==> src/rtl/cc_life_controller_pkg.sv <==
// Game-wide constants shared by the life controller, playfield and display blocks.
// Holds the life-controller state encoding and the default lives/death-delay values.
package cc_life_controller_pkg;

    localparam int LIVES_WIDTH_DEFAULT = 2;
    localparam int LIVES_INIT_DEFAULT  = 3;
    localparam int DEATH_TICKS_DEFAULT = 60;

    localparam logic [2:0] ST_IDLE_ENC     = 3'd0;
    localparam logic [2:0] ST_RESPAWN_ENC  = 3'd1;
    localparam logic [2:0] ST_PLAYING_ENC  = 3'd2;
    localparam logic [2:0] ST_HIT_ENC      = 3'd3;
    localparam logic [2:0] ST_GAMEOVER_ENC = 3'd4;

    typedef enum logic [2:0] {
        ST_IDLE     = ST_IDLE_ENC,
        ST_RESPAWN  = ST_RESPAWN_ENC,
        ST_PLAYING  = ST_PLAYING_ENC,
        ST_HIT      = ST_HIT_ENC,
        ST_GAMEOVER = ST_GAMEOVER_ENC
    } state_t;

endpackage

==> src/rtl/cc_life_controller_tick_timer.sv <==
// Terminal counter of enabled ticks; o_done strobes on the enabled tick that reaches TERMINAL.
// Holds at TERMINAL until cleared, so it can be reused for level-transition delays.
module cc_tick_timer #(
    parameter int TERMINAL = 60
) (
    input  logic clk,
    input  logic rst_n,
    input  logic i_clear,
    input  logic i_enable,
    output logic o_done
);
    localparam int         W      = $clog2(TERMINAL + 1);
    localparam logic [W-1:0] C_TERM = W'(TERMINAL);
    localparam logic [W-1:0] C_LAST = W'(TERMINAL - 1);

    logic [W-1:0] r_count;

    always_ff @(posedge clk or negedge rst_n) begin
        if (!rst_n) begin
            r_count <= '0;
        end else if (i_clear) begin
            r_count <= '0;
        end else if (i_enable && (r_count != C_TERM)) begin
            r_count <= r_count + 1'b1;
        end
    end

    assign o_done = i_enable && !i_clear && (r_count == C_LAST);

endmodule

==> src/rtl/cc_life_controller.sv <==
// Frog life budget sequencer: lives register, hit/death freeze, respawn and game-over.
// All outputs are decodes of the state and lives flops; inputs only act through the next edge.
module cc_life_controller
    import cc_life_controller_pkg::*;
#(
    parameter int LIVES_WIDTH = LIVES_WIDTH_DEFAULT,
    parameter int LIVES_INIT  = LIVES_INIT_DEFAULT,
    parameter int DEATH_TICKS = DEATH_TICKS_DEFAULT
) (
    input  logic                   CC_LIFE_CONTROLLER_CLOCK_50,
    input  logic                   CC_LIFE_CONTROLLER_RESET_InLow,
    input  logic                   CC_LIFE_CONTROLLER_tick_In,
    input  logic                   CC_LIFE_CONTROLLER_start_In,
    input  logic                   CC_LIFE_CONTROLLER_collision_In,
    input  logic                   CC_LIFE_CONTROLLER_bonus_In,
    output logic [LIVES_WIDTH-1:0] CC_LIFE_CONTROLLER_lives_OutBUS,
    output logic                   CC_LIFE_CONTROLLER_freeze_Out,
    output logic                   CC_LIFE_CONTROLLER_respawn_Out,
    output logic                   CC_LIFE_CONTROLLER_gameover_Out,
    output logic                   CC_LIFE_CONTROLLER_alive_OutLow
);
    localparam logic [LIVES_WIDTH-1:0] C_LIVES_INIT = LIVES_WIDTH'(LIVES_INIT);
    localparam logic [LIVES_WIDTH-1:0] C_LIVES_MAX  = '1;

    state_t                 r_state;
    state_t                 w_state_next;
    logic [LIVES_WIDTH-1:0] r_lives;
    logic [LIVES_WIDTH-1:0] w_lives_next;
    logic                   w_timer_clear;
    logic                   w_timer_enable;
    logic                   w_timer_done;

    // Clearing on the hit itself means a tick coincident with the collision is not counted.
    assign w_timer_clear  = (r_state == ST_PLAYING) && CC_LIFE_CONTROLLER_collision_In;
    assign w_timer_enable = (r_state == ST_HIT) && CC_LIFE_CONTROLLER_tick_In;

    cc_tick_timer #(
        .TERMINAL (DEATH_TICKS)
    ) u_death_timer (
        .clk      (CC_LIFE_CONTROLLER_CLOCK_50),
        .rst_n    (CC_LIFE_CONTROLLER_RESET_InLow),
        .i_clear  (w_timer_clear),
        .i_enable (w_timer_enable),
        .o_done   (w_timer_done)
    );

    always_ff @(posedge CC_LIFE_CONTROLLER_CLOCK_50 or negedge CC_LIFE_CONTROLLER_RESET_InLow) begin
        if (!CC_LIFE_CONTROLLER_RESET_InLow) begin
            r_state <= ST_IDLE;
            r_lives <= '0;
        end else begin
            r_state <= w_state_next;
            r_lives <= w_lives_next;
        end
    end

    always_comb begin
        w_state_next = r_state;
        w_lives_next = r_lives;
        case (r_state)
            ST_IDLE, ST_GAMEOVER: begin
                if (CC_LIFE_CONTROLLER_start_In) begin
                    w_lives_next = C_LIVES_INIT;
                    w_state_next = ST_RESPAWN;
                end
            end
            ST_RESPAWN: begin
                w_state_next = ST_PLAYING;
            end
            ST_PLAYING: begin
                if (CC_LIFE_CONTROLLER_collision_In) begin
                    if (r_lives != '0) begin
                        w_lives_next = r_lives - 1'b1;
                    end
                    w_state_next = ST_HIT;
                end else if (CC_LIFE_CONTROLLER_bonus_In && (r_lives != C_LIVES_MAX)) begin
                    w_lives_next = r_lives + 1'b1;
                end
            end
            ST_HIT: begin
                if (w_timer_done) begin
                    w_state_next = (r_lives == '0) ? ST_GAMEOVER : ST_RESPAWN;
                end
            end
            default: begin
                w_state_next = ST_IDLE;
            end
        endcase
    end

    assign CC_LIFE_CONTROLLER_lives_OutBUS  = r_lives;
    assign CC_LIFE_CONTROLLER_freeze_Out    = (r_state != ST_PLAYING);
    assign CC_LIFE_CONTROLLER_respawn_Out   = (r_state == ST_RESPAWN);
    assign CC_LIFE_CONTROLLER_gameover_Out  = (r_state == ST_GAMEOVER);
    assign CC_LIFE_CONTROLLER_alive_OutLow  = (r_lives != '0);

endmodule

==> config.mk <==
export PLATFORM = sky130hd
export DESIGN_NAME = cc_life_controller
export DESIGN_NICKNAME = d
export VERILOG_FILES = /design/src/rtl/cc_life_controller_pkg.sv /design/src/rtl/cc_life_controller_tick_timer.sv /design/src/rtl/cc_life_controller.sv
export SDC_FILE = /design/constraint.sdc
export NUM_CORES = 1
export LEC_CHECK = 0
export CORE_MARGIN = 8
export CORE_UTILIZATION = 30
export DETAILED_ROUTE_END_ITERATION = 10
export PLACE_DENSITY = 0.48
export SKIP_CTS_REPAIR_TIMING = 1
export SLEW_MARGIN = 20
export SYNTH_ARGS = -nofsm -noshare
export SYNTH_HDL_FRONTEND = slang
export SYNTH_HIERARCHICAL = 1
export SYNTH_SLANG_ARGS = --single-unit
export TNS_END_PERCENT = 5
==> constraint.sdc <==
create_clock -name CC_LIFE_CONTROLLER_CLOCK_50 -period 2.5 [get_ports CC_LIFE_CONTROLLER_CLOCK_50]
set_clock_uncertainty 0.1 [all_clocks]
set_input_delay 0.625 -clock CC_LIFE_CONTROLLER_CLOCK_50 [delete_from_list [all_inputs] [get_ports CC_LIFE_CONTROLLER_CLOCK_50]]
set_output_delay 0.625 -clock CC_LIFE_CONTROLLER_CLOCK_50 [all_outputs]
set_load 0.05 [all_outputs]
==> flow_summary.yaml <==
sta:
  hold_viol: 0
  fin_crit_ns: 2.39
  fin_ws_ns: 0.110
  tightest_slew_ns: 0.538
  fin_tns_setup_ns: 0
  rsz0062_at_grt: "false"
  setup_violations: 0
  relSlewSlack_pct: 64.0
  slew_violations: 0
  fmax_ghz: 0.418
  post-route-period-util_pct: 95.6
routing:
  drtAntennaViolNets: 0
  dr.pass1.iters: 4
  vias: 694
  drtIter0Drc: 8
  viasPerCell: 5.30
  drt-wirelength-per-cell_um: 13.4
  drt_wl_total_mm: 1.75
  drc_errors: 0
placed_design:
  pre_cts_ws_ns: 0.218
  place_congestion: 0.824
  io_buffers: 11
  hpwl_mm: 1.37
floorplanning:
  die_y_um: 65.6
  rows: 18
  dieWidth_um: 65.6
  dieArea_sq_mm: 0.00431
  ios: 12
  initial_core_util_pct: 30.7
  core-area_sq_mm: 0.00241
pwr:
  combPwrFrac_pct: 46.4
  power_frac_clock_pct: 14.7
  max-vdd-ir-drop_v: 0.000466
  p_seq_share_pct: 38.9
  p_leak_nw: 0.400
  power.switching_mw: 0.368
  p_int_mw: 0.477
  cellPowerDensity_mw_per_mm2: 925
  switching_share_pct: 43.6
synth:
  postSynthNetCount: 94
  yosysTopAreaCellShare_pct: 37.2
  avgSynthCellArea_sq_um: 8.60
  ys_types: 33
  yosysSeqAreaShare_pct: 37.2
  ys_ff_latch: 11
  netlist_instances: 86
  syn-cell-area_sq_um: 739
  ys.warnings.count: 6
  synth_area_leaders: "dfrtp_1 37%, inv_1 4.6%, a211oi_1 4.1%"
  synth_largest_area_cell: "dfrtp_1"
finish:
  final_cell_mix: "11 x dfrtp_1, 9 x inv_1, 8 x nand2_1, 8 x clkdlybuf4s50_1"
  area_delta_synth_final_pct: 23.5
  n_antenna_cell: 0
  layout-drive-gt1-share_pct: 17.8
  layout_commonest_cell: "dfrtp_1"
  nNetsFinal: 110
  fill_cells: 249
grt:
  grt_pass1_wl_mm: 3.01
  track_usage_pct: 9.00
  overflow: 0
  grt_max_degree: 12
  grt_pass1_vias: 667
  antenna_found_initial: 0
critical_path:
  cp_num_cells: 3
  endpoint_kind: "primary output"
  crit_type: "flip-flop to primary output"
  critPathRequiredTime_ns: 1.77
  critPathArrivalTime_ns: 1.66
  rr_endpoint: "u_death_timer/r_count[5]"
  crit_path_max_fanout: 6
  crit_path_start_kind: "flip-flop"
  max_stage_delay_ns: 0.70
  cp_slowest_cell: "clkdlybuf4s50_1"
  cp_cell_sequence: "nor2_1, inv_1, clkdlybuf4s50_1"
  critPathCapture: "CC_LIFE_CONTROLLER_alive_OutLow"
  worstReg2RegStart: "r_state[2]"
  cp-startpoint: "CC_LIFE_CONTROLLER_lives_OutBUS[0]"
  cp_num_buf_inv: 2
  r2r_cells: 6
  r2r_slack_ns: 0.63
  critPathTopFamily: "buffers and inverters"
min_path:
  hp-start: "u_death_timer/r_count[3]"
  hold_path.class: "flip-flop to flip-flop"
cts:
  worst_skew_pair.late_latency_ns: 0.27
  cts.sinks: 11
  h-tree-depth: 1
  cts-root-buf: "clkbuf_4"
  clk_pin_slew_ns: 0.07
  cts_buffer_depth: 2
  cts_buffers: 3
  cts_tree: "yes"
run:
  max_cap_violations: 0
outcome:
  status: "completed"
[sequential cells by signal (all words and copies together), names as in the netlist]
signal	count
u_death_timer/r_count	6
r_state	3
CC_LIFE_CONTROLLER_lives_OutBUS	2
[per-stage QoR]
stage,util [%],cells,power [mW],hold WS (ns),instance area (sq um)
floorplan,-,86,0.612,0.229,739
global placement,36.8,127,0.726,0.442,887
detailed placement,36.8,127,0.723,0.428,887
CTS,37.9,131,0.851,0.436,913
global route,37.9,131,0.922,0.486,913
finish,37.9,131,0.845,0.436,913
[kinds of logic after synthesis]
logic type               Yosys count  synth area share, %
AND/OR/NAND/NOR                   35                 25.9
AO/OA/AOI/OAI                     25                 25.9
buffers and inverters             13                 7.61
flip-flops                        11                 37.2
adder cells (fa/ha/maj)            2                 3.38
[cells in the mapped netlist]
cell / n
nand3_1: 4
and3_2: 1
and3_1: 3
and2_1: 2
clkbuf_2: 1
nand2_1: 8
nand4_1: 1
nor3_1: 3
o21ai_2: 1
a211oi_1: 4
buf_4: 1
and4_4: 1
a221o_1: 1
nor2_1: 7
nor2b_1: 1
and4b_2: 2
o21ai_0: 1
o311ai_0: 2
ha_1: 2
dfrtp_1: 11
or2b_2: 1
nor4_1: 1
a31oi_1: 3
o2bb2ai_1: 1
a31o_1: 1
a32o_1: 1
o21bai_1: 1
a32oi_1: 2
inv_1: 9
a21oi_2: 1
buf_2: 2
a311oi_2: 1
a21oi_1: 5
[area by class of cell]
| type | instances | area [sq um] | share of cell area, % |
|---|---|---|---|
| repair buffers | 15 | 133 | 14.5 |
| well taps | 30 | 37.5 | 4.11 |
| multi-input cells | 62 | 408 | 44.7 |
| clock buffers | 4 | 26.3 | 2.88 |
| flip-flops and latches | 11 | 275 | 30.1 |
| inverters | 9 | 33.8 | 3.70 |
[routing by layer]
| metal | vias to the layer above | part of all wire, % | track usage, % |
|---|---|---|---|
| li1 | 346 | - | - |
| met1 | 319 | 51 | 12.0 |
| met2 | 27 | 39 | 11.7 |
| met3 | 2 | 8.3 | 5.10 |
| met4 | 0 | 0.97 | 3.00 |
| met5 | - | 0 | 0 |
[power groups by stage]
stage	sequential (mW)	combinational, mW	clock [mW]
finish	0.329	0.392	0.124
global route	0.342	0.440	0.140
CTS	0.327	0.394	0.130
detailed placement	0.329	0.395	0
global placement	0.334	0.392	0
floorplan	0.338	0.274	0
[worst min path at each step]
stage	end	cells after the start
finish	u_death_timer/r_count[3]	1
global route	r_state[1]	1
CTS	r_state[1]	1
detailed placement	u_death_timer/r_count[3]	1
global placement	u_death_timer/r_count[3]	1
floorplan	CC_LIFE_CONTROLLER_lives_OutBUS[0]	0
(Power assumes the default switching activity.)
